File: src/rtl/sdram_port_arbiter.sv
// ============================================================================
// Module   : sdram_port_arbiter
// Purpose  : Round-robin burst arbiter between the capture write port and the
//            previous-frame read port, with ping-pong frame-buffer addressing.
//            Optional watchdog: define SDRAM_ARB_WATCHDOG_EN.
// Revision : 1.0  initial release
// ============================================================================
`default_nettype none
`timescale 1ns/1ps

module sdram_port_arbiter #(
  parameter int WORD_W      = 16,
  parameter int ADDR_W      = 24,
  parameter int BURST_LEN   = 8,
  parameter int FRAME_WORDS = 196608,
  parameter int TIMEOUT     = 1023
) (
  input  logic              CLK,
  input  logic              RST,
  input  logic              i_frame_start,
  input  logic              i_wr_req,
  input  logic [WORD_W-1:0] i_wr_data,
  output logic              o_wr_pop,
  input  logic              i_rd_req,
  output logic [WORD_W-1:0] o_rd_data,
  output logic              o_rd_valid,
  output logic              o_sdram_enable,
  output logic              o_sdram_rw,
  output logic [ADDR_W-1:0] o_sdram_addr,
  output logic [WORD_W-1:0] o_sdram_data,
  input  logic              i_sdram_busy,
  input  logic              i_sdram_valid_wr,
  input  logic              i_sdram_valid_rd,
  input  logic [WORD_W-1:0] i_sdram_data,
  output logic              o_busy,
  output logic              o_error
);

  localparam int PTR_W = $clog2(FRAME_WORDS);
  localparam int CNT_W = (BURST_LEN > 1) ? $clog2(BURST_LEN) : 1;
  localparam logic [CNT_W-1:0] LAST_BEAT = CNT_W'(BURST_LEN - 1);

  typedef enum logic [2:0] {
    S_IDLE     = 3'd0,
    S_ISSUE    = 3'd1,
    S_WR_BURST = 3'd2,
    S_RD_BURST = 3'd3,
    S_DRAIN    = 3'd4
  } state_t;

  state_t            state_q;
  logic              buf_sel_q;
  logic              last_grant_q;   // 1 = read port was granted last
  logic              pending_swap_q;
  logic [PTR_W-1:0]  wr_ptr_q, rd_ptr_q;
  logic [PTR_W-1:0]  wr_ptr_d, rd_ptr_d;
  logic [CNT_W-1:0]  beat_q;
  logic              sdram_enable_q;
  logic              sdram_rw_q;
  logic [ADDR_W-1:0] sdram_addr_q;
  logic [WORD_W-1:0] rd_data_q;
  logic              rd_valid_q;

  logic w_wr_beat, w_rd_beat, w_last_beat;
  logic w_pick_rd, w_can_grant, w_swap_now, w_abort;

  function automatic logic [PTR_W-1:0] ptr_adv(input logic [PTR_W-1:0] p);
    logic [PTR_W:0] s;
    s = {1'b0, p} + (PTR_W+1)'(BURST_LEN);
    if (s >= (PTR_W+1)'(FRAME_WORDS))
      return '0;
    return s[PTR_W-1:0];
  endfunction

  function automatic logic [ADDR_W-1:0] mk_addr(input logic b, input logic [PTR_W-1:0] p);
    logic [ADDR_W-1:0] a;
    a             = '0;
    a[PTR_W-1:0]  = p;
    a[ADDR_W-1]   = b;
    return a;
  endfunction

  assign wr_ptr_d    = ptr_adv(wr_ptr_q);
  assign rd_ptr_d    = ptr_adv(rd_ptr_q);
  assign w_wr_beat   = (state_q == S_WR_BURST) && i_sdram_valid_wr;
  assign w_rd_beat   = (state_q == S_RD_BURST) && i_sdram_valid_rd;
  assign w_last_beat = (beat_q == LAST_BEAT);
  // On contention the port that lost last time wins.
  assign w_pick_rd   = i_rd_req && (!i_wr_req || !last_grant_q);
  assign w_can_grant = (i_wr_req || i_rd_req) && !i_sdram_busy && !i_frame_start;
  assign w_swap_now  = pending_swap_q || i_frame_start;

  assign o_wr_pop       = w_wr_beat;
  assign o_sdram_data   = i_wr_data;
  assign o_sdram_enable = sdram_enable_q;
  assign o_sdram_rw     = sdram_rw_q;
  assign o_sdram_addr   = sdram_addr_q;
  assign o_rd_data      = rd_data_q;
  assign o_rd_valid     = rd_valid_q;
  assign o_busy         = (state_q != S_IDLE);

  always_ff @(posedge CLK) begin
    if (!RST) begin
      state_q        <= S_IDLE;
      buf_sel_q      <= 1'b0;
      last_grant_q   <= 1'b1;
      pending_swap_q <= 1'b0;
      wr_ptr_q       <= '0;
      rd_ptr_q       <= '0;
      beat_q         <= '0;
      sdram_enable_q <= 1'b0;
      sdram_rw_q     <= 1'b0;
      sdram_addr_q   <= '0;
      rd_data_q      <= '0;
      rd_valid_q     <= 1'b0;
    end else begin
      sdram_enable_q <= 1'b0;
      rd_valid_q     <= w_rd_beat;
      if (w_rd_beat)
        rd_data_q <= i_sdram_data;
      if (i_frame_start && state_q != S_IDLE)
        pending_swap_q <= 1'b1;

      if (w_abort) begin
        // Aborted burst is skipped; a swap queued behind it is not lost.
        state_q <= S_IDLE;
        beat_q  <= '0;
        if (state_q == S_WR_BURST) wr_ptr_q <= wr_ptr_d;
        if (state_q == S_RD_BURST) rd_ptr_q <= rd_ptr_d;
        if (w_swap_now) begin
          buf_sel_q      <= ~buf_sel_q;
          wr_ptr_q       <= '0;
          rd_ptr_q       <= '0;
          pending_swap_q <= 1'b0;
        end
      end else begin
        case (state_q)
          S_IDLE: begin
            if (i_frame_start) begin
              buf_sel_q <= ~buf_sel_q;
              wr_ptr_q  <= '0;
              rd_ptr_q  <= '0;
            end else if (w_can_grant) begin
              state_q        <= S_ISSUE;
              sdram_enable_q <= 1'b1;
              sdram_rw_q     <= w_pick_rd;
              last_grant_q   <= w_pick_rd;
              sdram_addr_q   <= w_pick_rd ? mk_addr(~buf_sel_q, rd_ptr_q)
                                          : mk_addr(buf_sel_q, wr_ptr_q);
              beat_q         <= '0;
            end
          end
          S_ISSUE: state_q <= sdram_rw_q ? S_RD_BURST : S_WR_BURST;
          S_WR_BURST: begin
            if (w_wr_beat) begin
              beat_q <= beat_q + CNT_W'(1);
              if (w_last_beat) begin
                wr_ptr_q <= wr_ptr_d;
                state_q  <= S_DRAIN;
              end
            end
          end
          S_RD_BURST: begin
            if (w_rd_beat) begin
              beat_q <= beat_q + CNT_W'(1);
              if (w_last_beat) begin
                rd_ptr_q <= rd_ptr_d;
                state_q  <= S_DRAIN;
              end
            end
          end
          S_DRAIN: begin
            if (!i_sdram_busy) begin
              state_q <= S_IDLE;
              if (w_swap_now) begin
                buf_sel_q      <= ~buf_sel_q;
                wr_ptr_q       <= '0;
                rd_ptr_q       <= '0;
                pending_swap_q <= 1'b0;
              end
            end
          end
          default: state_q <= S_IDLE;
        endcase
      end
    end
  end

`ifdef SDRAM_ARB_WATCHDOG_EN
  localparam int WD_W = $clog2(TIMEOUT + 1);
  logic [WD_W-1:0] wd_cnt_q;
  state_t          wd_state_q;
  logic            error_q;
  logic            w_running;

  assign w_running = (state_q == S_WR_BURST) || (state_q == S_RD_BURST) || (state_q == S_DRAIN);
  assign w_abort   = w_running && !w_wr_beat && !w_rd_beat && (wd_cnt_q == WD_W'(TIMEOUT - 1));
  assign o_error   = error_q;

  // Idle-time counter restarts on every beat and on every state change.
  always_ff @(posedge CLK) begin
    if (!RST) begin
      wd_cnt_q   <= '0;
      wd_state_q <= S_IDLE;
      error_q    <= 1'b0;
    end else begin
      wd_state_q <= state_q;
      error_q    <= w_abort;
      if (!w_running || w_wr_beat || w_rd_beat || w_abort || state_q != wd_state_q)
        wd_cnt_q <= '0;
      else
        wd_cnt_q <= wd_cnt_q + WD_W'(1);
    end
  end
`else
  logic [31:0] unused_timeout;
  assign unused_timeout = 32'(TIMEOUT);
  assign w_abort        = 1'b0;
  assign o_error        = 1'b0;
`endif

endmodule

`default_nettype wire
File: config.mk
export PLATFORM = sky130hd
export DESIGN_NAME = sdram_port_arbiter
export DESIGN_NICKNAME = d
export VERILOG_FILES = /design/src/rtl/sdram_port_arbiter.sv
export SDC_FILE = /design/constraint.sdc
export NUM_CORES = 1
export LEC_CHECK = 0
export ABC_AREA = 1
export ABC_CLOCK_PERIOD_IN_PS = 1900
export BUFFER_PORTS_ARGS = -buffer_cell sky130_fd_sc_hd__buf_2
export CAP_MARGIN = 20
export CORE_UTILIZATION = 53
export DETAILED_ROUTE_END_ITERATION = 10
export PLACE_DENSITY = 0.8
export SLEW_MARGIN = 20
export SYNTH_ARGS = -nofsm -noshare
export SYNTH_HDL_FRONTEND = slang
export SYNTH_SLANG_ARGS = --single-unit
File: constraint.sdc
create_clock -name CLK -period 1.9 [get_ports CLK]
set_clock_uncertainty 0.05 [all_clocks]
set_input_delay 0 -clock CLK [delete_from_list [all_inputs] [get_ports CLK]]
set_output_delay 0 -clock CLK [all_outputs]
set_load 0.01 [all_outputs]
==> metrics.md <==
| Metric | Value |
|---|---|
| Final ANT Viol Nets | 0 |
| Met2 GRT Util | 47.7% |
| CTS tree | built |
| Rows | 30 |
| Cell area after synthesis | 3880 µm² |
| Vias per cell | 5.45 |
| Minimum clock period | 1800 ps |
| Final Wtd Congestion | 0.942 |
| Max Slew Vio Count | 0 |
| CTS sink count | 74 |
| Largest stage delay, worst path | 350 ps |
| Final Cycle Share | 94.7% |
| Layout area overhead | 24.2% |
| Grt met1 use | 37.8% |
| Yosys warns | 0 |
| Most used cell along the critical path | ha_1 |
| Worst VDD drop | 0.728 mV |
| Required @ worst endpoint | 2150 ps |
| Placed insts | 672 |
| Least-Margin Pin Slew | 632 ps |
| Worst-Skew Late Latency | 360 ps |
| Vias in the first global route | 3728 |
| Layout Utilization | 69.5% |
| Routed len/inst | 14.5 µm |
| Min Hold Slack | 30.2 ps |
| CP delay by family, top | simple AND/OR/NAND/NOR gates |
| Worst-path clk slew | 90 ps |
| Crit path max fanout | 5 |
| Clock root buffer | clkbuf_8 |
| Startpoint Class | flop |
| LEAKAGE | 1.95 nW |
| Initial DRC count | 338 |
| DRT Wirelength | 10.6 mm |
| Grt peak-use layer | met2 |
| FF+latch count, synth | 74 |
| DIE AREA | 7680 µm² |
| Register area | 1490 µm² |
| Arrival time worst endpoint | 2050 ps |
| Vias after detailed routing | 3970 |
| Clock buffer depth | 2 |
| Die Span Y | 87.6 µm |
| Footprint of the multi-input gates | 2070 µm² |
| DRT Pass-1 Iters | 5 |
| Core box area | 6940 µm² |
| First-pass GRT wire length | 17.3 mm |
| Maxcap violations | 0 |
| GRT Util Overall | 28.8% |
| Total gr overflow | 0 |
| Mapped Cells | 540 |
| Unique cell type count in the Yosys netlist | 34 |
| Worst rel slew slack | 57.8% |
| TritonCTS buffer count | 9 |
| Port buffer count | 60 |
| Fmax | 0.556 GHz |
| Pwr Density | 952 nW/µm² |
| DRC | 0 |
| WS Path Type | reg -> reg |
| Grt met3 use | 6.13% |
| Non-filler cells, final | 728 |
| Sequential share of the synthesized area | 38.1% |
| Crit. End Element | flop |
| Worst path bufs/invs | 1 |
| Share of layout cells above drive strength 1 | 23.1% |
| Syn Area/Cell | 7.19 µm² |
| # fillers | 580 |
| Initial antenna violation count | 0 |
| Starting Density | 55.9% |
| Unrepaired setup endpoints after global routing | no |
| Sequence of cells on the critical path | ha_1 -> ha_1 -> inv_1 -> o21ai_2 -> nand3_4 -> nor2_4 -> nand2_2 -> o21ai_1 -> nand3_1 -> nor2_1 |
| Status | finished, final reports clean |
| Ports | 102 |
| HPWL Detailed | 6.61 mm |
| H-tree depth | 3 |
| Pin count of the biggest net entering global routing | 39 |
| N_diodes | 0 |
| Setup violators final | 0 |
| Nets@finish | 671 |
| Die W | 87.6 µm |
| Final Hold Fails | 0 |
| Worst min path class | in -> reg |
| Slowest CP cell | dfxtp_1 |
-- per-stage QoR --
stage / area [µm²] / setup slack [ps] / total power [mW] / TNS (ps)
floorplan: 3920 / 254 / 2.76 / 0
detailed placement: 4150 / -55.8 / 3.02 / -281
global route: 4830 / 1.45 / 4.84 / 0
finish: 4830 / 100 / 4.59 / 0
global placement: 4150 / 111 / 2.98 / 0
CTS: 4740 / 12.5 / 4.41 / 0
-- cell usage after synthesis --
master	count	area share [%]
inv_2	8	0.77
xnor2_1	5	1.1
nand3b_4	1	0.52
nor2_2	4	0.64
nor2_4	6	1.7
o211ai_1	4	0.77
a21oi_2	1	0.23
buf_4	26	5.0
a21oi_1	42	5.4
nor4_1	1	0.16
nor3_2	1	0.26
or2_2	1	0.16
buf_2	6	0.77
nand4_2	1	0.32
nand2_4	2	0.58
o21ai_2	1	0.23
xor2_1	4	0.90
dfxtp_1	74	38
buf_6	2	0.58
o21ai_1	6	0.77
inv_1	30	2.9
a31oi_1	14	2.3
ha_1	4	1.3
o21ai_0	21	2.7
nor2_1	53	5.1
conb_1	1	0.097
nor3_1	4	0.52
nand2_1	108	10
nand3_2	6	1.5
o21bai_1	4	0.77
clkbuf_1	12	1.2
nand2_2	10	1.6
nand3_1	59	7.6
nand4_1	18	2.9
-- layer usage --
metal / wire [µm] / part of all wire (%)
met5: 0 / 0
met2: 5140 / 49
met3: 654 / 6.2
met4: 201 / 1.9
met1: 4580 / 43
-- sequential cells by signal (all words and copies together), names as in the netlist, 3 cells and up --
register      cells
beat_q            3
o_sdram_addr     16
state_q           3
rd_ptr_q         15
o_rd_data        16
wr_ptr_q         15
-- worst paths after layout --
path | start | endpoint | slack [ps] | depth (start not counted)
max | beat_q[1]$_SDFFE_PN0P_ | wr_ptr_q[11]$_SDFFE_PN0P_ | 100 | 10
min | i_sdram_valid_wr | state_q[2]$_SDFFE_PN0P_ | 30 | 5
max reg2reg | beat_q[1]$_SDFFE_PN0P_ | wr_ptr_q[11]$_SDFFE_PN0P_ | 100 | 10
min reg2reg | beat_q[0]$_SDFFE_PN0P_ | beat_q[0]$_SDFFE_PN0P_ | 400 | 1
-- worst reg2reg max path: cells and delay by family, from the launching register on --
family,cells,cell delay [ps]
AO/OA/AOI/OAI,2,320
adder cells (fa/ha/maj),2,320
buffers and inverters,1,70
flip-flops,1,350
AND/OR/NAND/NOR,5,640
-- repair_timing --
item / in CTS / in global routing
resized for setup: 2 / 20
pin swaps: 2 / 3
buffers inserted: 0 / 2
endpoints found under the hold margin: 50 / 0
hold buffers: 37 / 0
cloned: 0 / 1
setup endpoints to repair: 6 / 46
-- area by class of cell --
cell class,instances,share of cell area (%)
timing repair buffer,113,16.4
multi-input combinational,391,43.0
tap,96,2.49
clock buffer,9,2.57
inverter,38,3.06
clock inverter,7,1.74
sequential,74,30.8
-- layout by cell type (no fill, tap or decap), drive strengths merged --
cell type,instances
dfxtp,74
a31oi,14
nand2,120
ha,4
inv,42
a21oi,43
o211ai,4
nand3,65
bufinv,1
clkinv,1
nor2,64
or2,1
o21ai,28
conb,9
nor3,5
o21bai,4
clkbuf,9
nor4,1
clkinvlp,1
buf,76
nand4,19
dlygate4sd3,37
xnor2,5
xor2,4
nand3b,1
-- where the power goes --
group          switching, mW  leakage, nW  internal [mW]
logic                  0.992         1.25          0.513
clock network          0.681        0.103          0.632
registers             0.0976        0.601           1.68
total                   1.77         1.95           2.82
-- cell families (layout without fill, tap and decap cells) --
family,after synthesis,count (layout),share of synthesized area [%]
compound gates,93,93,13.1
xor+xnor,9,9,2.03
fa+ha+maj,4,4,1.29
buf+inv,84,167,11.2
flops,74,74,38.1
other cells,1,9,0.0965
simple gates,275,276,34.1
Power figures use the tool's default switching activity.
